### config.mk
export PLATFORM = sky130hd
export DESIGN_NAME = cpu_mem_bridge
export DESIGN_NICKNAME = d
export VERILOG_FILES = /design/src/rtl/cpu_mem_bridge.sv
export SDC_FILE = /design/constraint.sdc
export NUM_CORES = 1
export LEC_CHECK = 0
export CAP_MARGIN = 25
export CORE_MARGIN = 2
export CORE_UTILIZATION = 35
export CTS_CLUSTER_DIAMETER = 80
export DETAILED_ROUTE_END_ITERATION = 8
export GPL_TIMING_DRIVEN = 0
export MAX_ROUTING_LAYER = met4
export PLACE_DENSITY_LB_ADDON = 0.25
export SKIP_LAST_GASP = 1
export SLEW_MARGIN = 20
export SYNTH_ARGS = -nofsm -noshare
export SYNTH_HDL_FRONTEND = slang
export SYNTH_SLANG_ARGS = --single-unit
### constraint.sdc
create_clock -name CLK -period 4.13 [get_ports CLK]
set_input_delay 0.826 -clock CLK [delete_from_list [all_inputs] [get_ports CLK]]
set_output_delay 0.826 -clock CLK [all_outputs]
set_load 0.005 [all_outputs]
### src/rtl/cpu_mem_bridge.sv
// Bridges the native CPU memory request onto a sequenced AXI-lite-style master.
// One transaction in flight; each handshake state is guarded by a timeout that aborts to RESP.
module cpu_mem_bridge #(
  parameter int unsigned TIMEOUT  = 255,
  parameter logic [31:0] ERR_DATA = 32'hdeadbeef
) (
  input  logic        CLK,
  input  logic        RSTb,
  input  logic        mem_valid,
  input  logic        mem_instr,
  input  logic [31:0] mem_addr,
  input  logic [31:0] mem_wdata,
  input  logic [3:0]  mem_wstrb,
  output logic        mem_ready,
  output logic [31:0] mem_rdata,
  output logic        bus_error,
  output logic        mem_axi_awvalid,
  output logic [31:0] mem_axi_awaddr,
  output logic [2:0]  mem_axi_awprot,
  input  logic        mem_axi_awready,
  output logic        mem_axi_wvalid,
  output logic [31:0] mem_axi_wdata,
  output logic [3:0]  mem_axi_wstrb,
  input  logic        mem_axi_wready,
  input  logic        mem_axi_bvalid,
  output logic        mem_axi_bready,
  output logic        mem_axi_arvalid,
  output logic [31:0] mem_axi_araddr,
  output logic [2:0]  mem_axi_arprot,
  input  logic        mem_axi_arready,
  output logic        mem_axi_rvalid,
  input  logic        mem_axi_rready,
  input  logic [31:0] mem_axi_rdata
);

  typedef enum logic [2:0] {S_IDLE, S_AR, S_R, S_AW, S_W, S_RESP} state_t;

  localparam logic [15:0] CNT_LAST = 16'(TIMEOUT - 1);

  state_t      r_state, w_next;
  logic [15:0] r_cnt;
  logic [31:0] r_addr, r_wdata, r_rdata;
  logic [3:0]  r_wstrb;
  logic        r_instr;
  logic        r_arvalid, r_rvalid, r_awvalid, r_wvalid, r_mem_ready, r_bus_error;

  logic w_accept, w_rcapture, w_timeout, w_at_limit, w_unused;

  assign w_unused   = mem_axi_bvalid;
  assign w_at_limit = (r_cnt == CNT_LAST);

  // The awaited ready is tested before the limit so a ready on the last cycle wins.
  always_comb begin
    w_next     = r_state;
    w_accept   = 1'b0;
    w_rcapture = 1'b0;
    w_timeout  = 1'b0;
    case (r_state)
      S_IDLE: if (mem_valid) begin
        w_accept = 1'b1;
        w_next   = (mem_wstrb == 4'b0000) ? S_AR : S_AW;
      end
      S_AR:   if (mem_axi_arready) w_next = S_R;
              else if (w_at_limit) w_timeout = 1'b1;
      S_R:    if (mem_axi_rready) begin
                w_rcapture = 1'b1;
                w_next     = S_RESP;
              end else if (w_at_limit) w_timeout = 1'b1;
      S_AW:   if (mem_axi_awready) w_next = S_W;
              else if (w_at_limit) w_timeout = 1'b1;
      S_W:    if (mem_axi_wready) w_next = S_RESP;
              else if (w_at_limit) w_timeout = 1'b1;
      S_RESP: w_next = S_IDLE;
      default: w_next = S_IDLE;
    endcase
    if (w_timeout) w_next = S_RESP;
  end

  // Bus outputs are registered from the next state so they appear with the state itself.
  always_ff @(posedge CLK) begin
    if (!RSTb) begin
      r_state     <= S_IDLE;
      r_cnt       <= '0;
      r_addr      <= '0;
      r_wdata     <= '0;
      r_wstrb     <= '0;
      r_instr     <= 1'b0;
      r_rdata     <= '0;
      r_arvalid   <= 1'b0;
      r_rvalid    <= 1'b0;
      r_awvalid   <= 1'b0;
      r_wvalid    <= 1'b0;
      r_mem_ready <= 1'b0;
      r_bus_error <= 1'b0;
    end else begin
      r_state     <= w_next;
      r_arvalid   <= (w_next == S_AR);
      r_rvalid    <= (w_next == S_R);
      r_awvalid   <= (w_next == S_AW);
      r_wvalid    <= (w_next == S_W);
      r_mem_ready <= (w_next == S_RESP);

      if (w_next != r_state)
        r_cnt <= '0;
      else if (r_state != S_IDLE && r_state != S_RESP)
        r_cnt <= r_cnt + 16'd1;

      if (w_accept) begin
        r_addr  <= mem_addr;
        r_wdata <= mem_wdata;
        r_wstrb <= mem_wstrb;
        r_instr <= mem_instr;
      end

      if (w_rcapture)
        r_rdata <= mem_axi_rdata;
      else if (w_timeout && r_wstrb == 4'b0000)
        r_rdata <= ERR_DATA;

      if (w_timeout) r_bus_error <= 1'b1;
    end
  end

  assign mem_ready       = r_mem_ready;
  assign mem_rdata       = r_rdata;
  assign bus_error       = r_bus_error;
  assign mem_axi_awvalid = r_awvalid;
  assign mem_axi_awaddr  = r_addr;
  assign mem_axi_awprot  = 3'b000;
  assign mem_axi_wvalid  = r_wvalid;
  assign mem_axi_wdata   = r_wdata;
  assign mem_axi_wstrb   = r_wstrb;
  assign mem_axi_bready  = 1'b1;
  assign mem_axi_arvalid = r_arvalid;
  assign mem_axi_araddr  = r_addr;
  assign mem_axi_arprot  = {r_instr, 2'b00};
  assign mem_axi_rvalid  = r_rvalid;

endmodule

==> impl_metrics.json <==
{
  "fmax_mhz": 400,
  "initial_utilization_pct": 35.6,
  "cts_hold_buffers": 0,
  "area.growth.synth_to_final_pct": 61.2,
  "setup_viol": 0,
  "grt_max_degree": 17,
  "yosysSeqAreaShare_pct": 46.8,
  "worstSetupPathType": "input port to flop",
  "ioPinCount": 254,
  "die_width_um": 128,
  "ys_ff_latch": 126,
  "antenna_cells": 0,
  "row_count": 45,
  "reg2reg_depth": 7,
  "yosys.area_share.simple_pct": 18.7,
  "synth_area_per_cell_um2": 8.59,
  "finalHoldViolCount": 0,
  "drc_errors": 0,
  "drv_cap": 0,
  "grt_pass1_wl_um": 25200,
  "clk_latency_ps": 410,
  "place_congestion": 0.856,
  "fp.dieH_um": 128,
  "path_max_fanout": 10,
  "numCtsBuffers": 17,
  "cts_buffer_depth": 2,
  "muxShareOfSynthArea_pct": 0.604,
  "grt-ovfl-total": 0,
  "syn-instance-count": 627,
  "cellLeakagePower_uw": 0.00323,
  "synth_cell_types": 53,
  "clk_pin_slew_worst_paths_ps": 50,
  "rsz0062_at_grt": "false",
  "synth_top_area_cell": "dfxtp_1",
  "max_slew_margin_pct": 54.8,
  "synthFlopType": "dfxtp_1",
  "dp.cells": 1064,
  "wl_per_cell_um": 14.8,
  "worstMarginPinSlew_ps": 676,
  "required_ps": 4400,
  "worst_hold_path.endpoint": "mem_axi_wdata[30]",
  "nFillCells": 1402,
  "tns_ps": 0,
  "timing.rr.start": "r_state[1]",
  "dpl.hpwl_um": 12200,
  "clock-sinks": 126,
  "status": "completed",
  "vias": 5276,
  "worstReg2RegEnd": "mem_axi_araddr[2]",
  "synthAdderAreaFrac_pct": 0.465,
  "hp-start": "mem_axi_wdata[30]",
  "first_pass_iters": 7,
  "synthXorXnorAreaFrac_pct": 1.46,
  "final_antenna_net_count": 0,
  "min_path_type": "flop to flop",
  "antenna_found_initial": 0,
  "p_per_area_mw_per_mm2": 435,
  "synth_edf_count": 0,
  "period_share_pct": 60.5,
  "cts_htree_levels": 4,
  "drive_gt1_share_pct": 9.91,
  "design.die.area_mm2": 0.0164,
  "yosys_warnings": 0,
  "synth_area_leaders": "dfxtp_1, nand2_1, a21boi_1, buf_4, o21ai_0",
  "nets": 1006,
  "grt_pass1_vias": 4893,
  "routed_via_density": 4.81,
  "instances_no_fill": 1096,
  "period_needed_ps": 2500,
  "drtIter0Drc": 234,
  "synth.top_cell.area_share_pct": 46.8,
  "crit_path_end_kind": "flop",
  "ys_async_sr_fraction_pct": 0,
  "postCtsSetupRepairBufs": 0,
  "synth_top_family_by_area": "compound AO/OA/AOI/OAI gates",
  "ir_worst_vdd_mv": 0.273,
  "final_common_cell": "clkdlybuf4s50_1",
  "cts_tree": "built",
  "hold_depth": 2,
  "cts_root_buf": "clkbuf_16",
  "numPortBuffers": 245,
  "ctsResizeCount": 0,
  "clock_skew_ps": 7.52,
  "track_usage_pct": 20.2,
  "coreArea_mm2": 0.0151,
  "synth_compound_area_share_pct": 22.4,
  "final_cell_mix": "clkdlybuf4s50_1, nand2_1, dfxtp_1",
  "r2r_slack_ps": 1790,
  "crit_path_start_kind": "input port",
  "arrival_ps": 2770,
  "wl_um": 16300,
  "synth_area_mm2": 0.00539,
  "slew_violations": 0
}
-- power by group --
part,internal (µW),total (µW),switching (µW)
sequential,1330,1400,67.8
combinational,494,882,388
clock,960,1500,536
total,2780,3780,992
-- final cells by class --
cell class	instances	area, µm²	share of cell area (%)
Buffer	86	485	5.59
Clock buffer	21	450	5.19
Clock inverter	11	141	1.63
Inverter	6	22.5	0.259
Multi-Input combinational cell	413	2370	27.3
Sequential cell	126	2520	29.1
Tap cell	188	235	2.71
Timing Repair Buffer	245	2450	28.3
-- layer usage --
layer,routed length [µm],up-vias,global-route usage [%],share of wire [%]
met2,7870,193,33.1,48
met3,1090,27,5.72,6.7
met5,0,-,-,0
met1,6960,2403,23.7,43
met4,352,0,7.30,2.2
li1,-,2653,-,-
-- through the flow --
| stage | cell area (µm²) | total power [µW] | utilization [%] | setup slack, ps | hold slack (ps) |
|---|---|---|---|---|---|
| floorplan | 5400 | 1820 | - | 1970 | 435 |
| global placement | 8090 | 2310 | 53.4 | 1250 | 440 |
| detailed placement | 8090 | 2310 | 53.4 | 1190 | 444 |
| CTS | 8680 | 3810 | 57.3 | 1620 | 452 |
| global route | 8680 | 3960 | 57.3 | 1480 | 465 |
| finish | 8680 | 3780 | 57.3 | 1630 | 449 |
-- kinds of logic (layout without fill, tap and decap cells) --
logic type	count (synthesis)	in the layout
adder cells (fa/ha/maj)	2	2
buffers and inverters	92	369
multiplexers	3	3
other	2	6
AND/OR/NAND/NOR	223	223
AO/OA/AOI/OAI	170	170
flip-flops	126	126
XOR/XNOR	9	9
-- worst max-delay path, stage by stage --
cell,delay [ps]
clkdlybuf4s50_1,570
mux2_2,220
nor2_1,40
o21ai_1,520
clkbuf_1,480
nor4_1,110
-- cell usage after synthesis (all sizes together) (3+ instances only) --
library cell and count:
nand2 144, dfxtp 126, a21boi 69, buf 48, clkbuf 38, o21ai 34
a21oi 29, nor2 27, and3 11, nor4 11, a2111oi 8, a32o 8
xor2 8, inv 6, o31ai 6, or4 5, nor4b 4, o2111ai 4
and2 3, nand3 3, o211ai 3
-- registers in the layout, indices dropped and copies added, names as in the netlist --
name             count
mem_axi_wstrb        4
r_state              3
bus_error            1
mem_ready            1
mem_axi_rvalid       1
r_cnt               16
mem_axi_wvalid       1
mem_axi_wdata       32
mem_axi_araddr      32
mem_axi_arvalid      1
mem_axi_awvalid      1
r_instr              1
mem_rdata           32
-- worst max-delay path by stage --
| stage | from | to | cells past startpoint |
|---|---|---|---|
| after floorplan | mem_axi_arready | r_cnt[14] | 5 |
| after global placement | mem_valid | mem_axi_wdata[30] | 6 |
| after detailed placement | mem_valid | mem_axi_wdata[26] | 6 |
| after CTS | mem_valid | mem_axi_wdata[26] | 6 |
| after global routing | mem_valid | mem_axi_wdata[29] | 6 |
| final | mem_axi_rready | r_cnt[6] | 6 |
Power figures use the tool's default switching activity.
